--- src/rtl/pll_reset_sequencer.sv ---
// pll_reset_sequencer: lock-qualified reset generator behind a PLL wrapper.
// Synchronizes and filters `locked`, holds reset, and counts lock losses.
module pll_reset_sequencer #(
  parameter int SYNC_STAGES = 2,
  parameter int LOCK_FILTER = 16,
  parameter int HOLD_CYCLES = 256,
  parameter int LOSS_FILTER = 4
) (
  input  logic       clock,
  input  logic       reset,
  input  logic       locked,
  output logic       rst_out,
  output logic       ready,
  output logic [1:0] state,
  output logic [7:0] loss_count
);

  localparam int MAX_AB =
    (LOCK_FILTER > HOLD_CYCLES) ? LOCK_FILTER : HOLD_CYCLES;
  localparam int MAX_N =
    (MAX_AB > LOSS_FILTER) ? MAX_AB : LOSS_FILTER;
  localparam int CW = $clog2(MAX_N + 1);

  localparam logic [CW-1:0] LOCK_N = CW'(LOCK_FILTER);
  localparam logic [CW-1:0] HOLD_N = CW'(HOLD_CYCLES);
  localparam logic [CW-1:0] LOSS_N = CW'(LOSS_FILTER);
  localparam logic [CW-1:0] ONE_N  = CW'(1);

  typedef enum logic [1:0] {
    WAIT_LOCK = 2'd0,
    FILTER    = 2'd1,
    HOLD      = 2'd2,
    RUN       = 2'd3
  } state_t;

  state_t cur;
  state_t nxt;

  logic [SYNC_STAGES-1:0] sync;
  logic                   locked_s;
  logic [CW-1:0]          cnt;
  logic [CW-1:0]          cnt_n;
  logic [CW-1:0]          cnt_inc;
  logic                   loss_hit;

  always_ff @(posedge clock or posedge reset) begin
    if (reset) begin
      sync <= '0;
    end else begin
      sync <= {sync[SYNC_STAGES-2:0], locked};
    end
  end

  assign locked_s = sync[SYNC_STAGES-1];
  assign cnt_inc  = cnt + ONE_N;

  always_comb begin
    nxt      = cur;
    cnt_n    = cnt;
    loss_hit = 1'b0;
    unique case (cur)
      WAIT_LOCK: begin
        if (locked_s) begin
          // a single-sample filter is already satisfied by this sample
          if (LOCK_FILTER == 1) begin
            nxt   = HOLD;
            cnt_n = '0;
          end else begin
            nxt   = FILTER;
            cnt_n = ONE_N;
          end
        end
      end
      FILTER: begin
        if (!locked_s) begin
          nxt   = WAIT_LOCK;
          cnt_n = '0;
        end else if (cnt_inc == LOCK_N) begin
          nxt   = HOLD;
          cnt_n = '0;
        end else begin
          cnt_n = cnt_inc;
        end
      end
      HOLD: begin
        if (!locked_s) begin
          nxt   = WAIT_LOCK;
          cnt_n = '0;
        end else if (cnt_inc == HOLD_N) begin
          nxt   = RUN;
          cnt_n = '0;
        end else begin
          cnt_n = cnt_inc;
        end
      end
      RUN: begin
        if (locked_s) begin
          cnt_n = '0;
        end else if (cnt_inc == LOSS_N) begin
          nxt      = WAIT_LOCK;
          cnt_n    = '0;
          loss_hit = 1'b1;
        end else begin
          cnt_n = cnt_inc;
        end
      end
      default: begin
        nxt   = WAIT_LOCK;
        cnt_n = '0;
      end
    endcase
  end

  // outputs load from the next state so they switch on the transition edge
  always_ff @(posedge clock or posedge reset) begin
    if (reset) begin
      cur        <= WAIT_LOCK;
      cnt        <= '0;
      rst_out    <= 1'b1;
      ready      <= 1'b0;
      loss_count <= 8'd0;
    end else begin
      cur     <= nxt;
      cnt     <= cnt_n;
      rst_out <= (nxt != RUN);
      ready   <= (nxt == RUN);
      if (loss_hit && (loss_count != 8'hFF)) begin
        loss_count <= loss_count + 8'd1;
      end
    end
  end

  assign state = cur;

endmodule

--- config.mk ---
export PLATFORM = sky130hd
export DESIGN_NAME = pll_reset_sequencer
export DESIGN_NICKNAME = d
export VERILOG_FILES = /design/src/rtl/pll_reset_sequencer.sv
export SDC_FILE = /design/constraint.sdc
export NUM_CORES = 1
export LEC_CHECK = 0
export CORE_MARGIN = 1
export CORE_UTILIZATION = 59
export DETAILED_ROUTE_END_ITERATION = 12
export GPL_TIMING_DRIVEN = 0
export HOLD_SLACK_MARGIN = 0.06
export PLACE_DENSITY = 0.87
export SLEW_MARGIN = 30
export SYNTH_ARGS = -nofsm -noshare
export SYNTH_HDL_FRONTEND = slang
export SYNTH_SLANG_ARGS = --single-unit
--- constraint.sdc ---
create_clock -name clock -period 6 [get_ports clock]
set_clock_uncertainty 0.15 [all_clocks]
set_input_delay 1.2 -clock clock [delete_from_list [all_inputs] [get_ports clock]]
set_output_delay 1.2 -clock clock [all_outputs]
set_load 0.1 [all_outputs]
==> metrics.md <==
| Metric | Value |
|---|---|
| First DRT Iteration DRCs | 29 |
| HP Start | sync[0] |
| Clock Power Share | 0.242 |
| Pre-CTS WS | 3030 ps |
| Global Route Usage Sum | 0.249 |
| Post-DP HPWL | 2050 um |
| MaxCap Viol Count | 0 |
| Clock Sinks | 23 |
| Setup TNS | 0 ps |
| Inst Count DP | 194 |
| Flop pwr share | 0.539 |
| Seq cells post-synth | 23 |
| Synth unique cells | 41 |
| H-tree lvl count | 1 |
| # diodes | 0 |
| Yosys warning count | 0 |
| Initial core utilization | 0.630 |
| Post-Synthesis Cells | 152 |
| CP startpoint kind | flip-flop |
| Crit path max fanout | 1 |
| Top_reg_cell synth | dfrtp_1 |
| Fraction of layout cells with a size suffix above 1 | 0.135 |
| Crit path DAT | 1990 ps |
| CTS tree | done |
| Hold Path Cell Cnt | 0 |
| Inserted Clock Buffers | 3 |
| CTS Hold Bufs | 0 |
| R2r startpoint | cnt[0] |
| Top cell type's share of synthesized area | 0.395 |
| Hold Crit Class | flip-flop to flip-flop |
| Final period util | 0.557 |
| Vias/cell | 5.94 |
| # setup viols final | 0 |
| Status | complete, no violations |
| Insertion delay to the later sink of the worst-skew pair | 320 ps |
| Root Driver | clkbuf_4 |
| Wire per inst | 14.1 um |
| FMAX | 299 MHz |
| # Post-CTS Setup Buffers | 0 |
| Final hold viol count | 0 |
| Port bufs | 14 |
| Buf+Inv Stages, Crit Path | 1 |
| Worst path max stage delay | 1130 ps |
| Critical path type | flip-flop to primary output |
| Die H | 50.6 um |
| Clk buf depth | 2 |
| CP top delay family | buffers and inverters |
| Largest net degree at the start of global routing | 24 |
| Avg Cell Area, Syn | 9.17 sq um |
| Share of synthesized registers carrying an async set or reset | 1.00 |
| Area contributors post-synth | dfrtp_1 39%, nand2_1 5.9%, xnor2_1 4.4%, nand3_1 3.2%, nand4_1 3.1% |
| Required @ worst endpoint | 4650 ps |
| First-pass GRT wire length | 4750 um |
| Sw frac | 0.316 |
| Hold WS | 219 ps |
| Final Instance Count excl. Fillers | 198 |
| Min Clock Period, post-route | 3340 ps |
| Area Overhead vs Synth | 14.5% |
| GRT overflow | 0 |
| GPL Wtd Cong | 0.806 |
| DR vias | 1176 |
| Register area share after synthesis | 0.414 |
| Vias in the first global route | 1100 |
| CP Launch Point | rst_out |
| Worst Setup End Kind | primary output |
| Die footprint | 2560 sq um |
| Standard-cell rows | 17 |
| Design Power | 308 uW |
| Slowest-stage cell, CP | clkdlybuf4s50_1 |
| DIE WIDTH | 50.6 um |
| Netlist Area Pre-Place | 1390 sq um |
| Slew margin rel. | 0.345 |
| Post-CTS sizing | 0 |
| Initial antenna violation count | 0 |
| RSZ-0062 raised after global routing | no |
| Cell leakage power | 0.000717 uW |
| Internal | 211 uW |
| Clock transition at path regs | 130 ps |
| WL final | 2800 um |
| Core ar. | 2210 sq um |
| IO Count | 15 |
| Most frequent cells in the layout | 22 x nand2_1, 22 x dfrtp_1, 14 x clkdlybuf4s50_1 |
| FF-to-FF path depth | 8 |
| Layout net count | 177 |
| Detail Route Antenna Nets | 0 |
| Final WS setup | 2660 ps |
| Logic pwr share | 0.219 |
| Power density over cell area | 193 nW/um^2 |
| Max Slew Vio Count | 0 |
| NetSw | 97.6 uW |
| Synthesized Nets | 158 |
| DR pass1 iterations | 4 |
| Worst vdd rail ir drop | 179 uV |
| Slew at the pin closest to its max-slew limit | 975 ps |
| Critical Path, Cell by Cell | clkdlybuf4s50_1 |
| Number of synthesized flops with an enable pin | 0 |
| R2R Setup Slk | 3170 ps |
| Largest area contributor in the netlist | dfrtp_1 |
| DRC | 0 |
| CP Depth | 1 |
routing by layer:
layer	routed length [um]	share of wire	vias to the layer above	track usage
met2	1310	0.47	48	0.416
met5	0	0	-	0
met3	120	0.043	14	0.0303
li1	-	-	574	-
met1	1260	0.45	540	0.308
met4	103	0.037	0	0.144
synth_stat cells, types with 2 or more instances:
cell and number:
a211o_1 2, or2b_2 2, nand3_1 9, nor3_1 4, nand4_1 7, buf_6 3
o22ai_1 7, dfrtp_1 22, and4_1 2, ha_1 3, inv_1 5, clkbuf_2 2
xnor2_1 7, clkbuf_8 2, a31oi_1 2, a21oi_1 5, and2_1 4, clkbuf_1 2
a211oi_1 2, nand2_1 22, nor2_1 11, xor2_1 2, o21ai_0 7
sequential cells by signal, indices dropped and copies added, names as in the netlist:
register,cells
rst_out,1
sync,2
ready,1
state,2
cnt,9
loss_count,8
worst paths after layout:
| path | end |
|---|---|
| max | rst_out |
| min | sync[1] |
| max reg2reg | cnt[0] |
| min reg2reg | sync[1] |
| max in group asynchronous | cnt[8] |
| min in group asynchronous | loss_count[4] |
area by class of cell:
cell class / count / area, sq um
Clock inverter: 1 / 5.00
Sequential cell: 23 / 577
Clock buffer: 3 / 22.5
Multi-Input combinational cell: 114 / 712
Timing Repair Buffer: 14 / 140
Buffer: 10 / 86.3
Fill cell: 179 / 616
Inverter: 5 / 18.8
Tap cell: 28 / 35.0
power by group through the flow:
stage | clock network, uW | logic [uW] | registers (uW)
floorplan | 0 | 48.3 | 172
global placement | 0 | 63.0 | 169
detailed placement | 0 | 66.3 | 169
CTS | 75.8 | 66.6 | 166
global route | 79.6 | 74.3 | 167
finish | 74.6 | 67.6 | 166
cells by family after synthesis:
group / synth area share
and+or+nand+nor: 0.245
AOI/OAI and AO/OA: 0.174
DFF: 0.414
buffers and inverters: 0.0754
xor gates and xnor gates: 0.0566
adders and majority gates: 0.0269
muxes: 0.00808
metrics by stage:
stage | utilization | area [sq um]
after floorplan | - | 1390
after global placement | 0.709 | 1570
after detailed placement | 0.709 | 1570
after CTS | 0.722 | 1600
after global routing | 0.722 | 1600
final | 0.722 | 1600
Power figures use the tool's default switching activity.
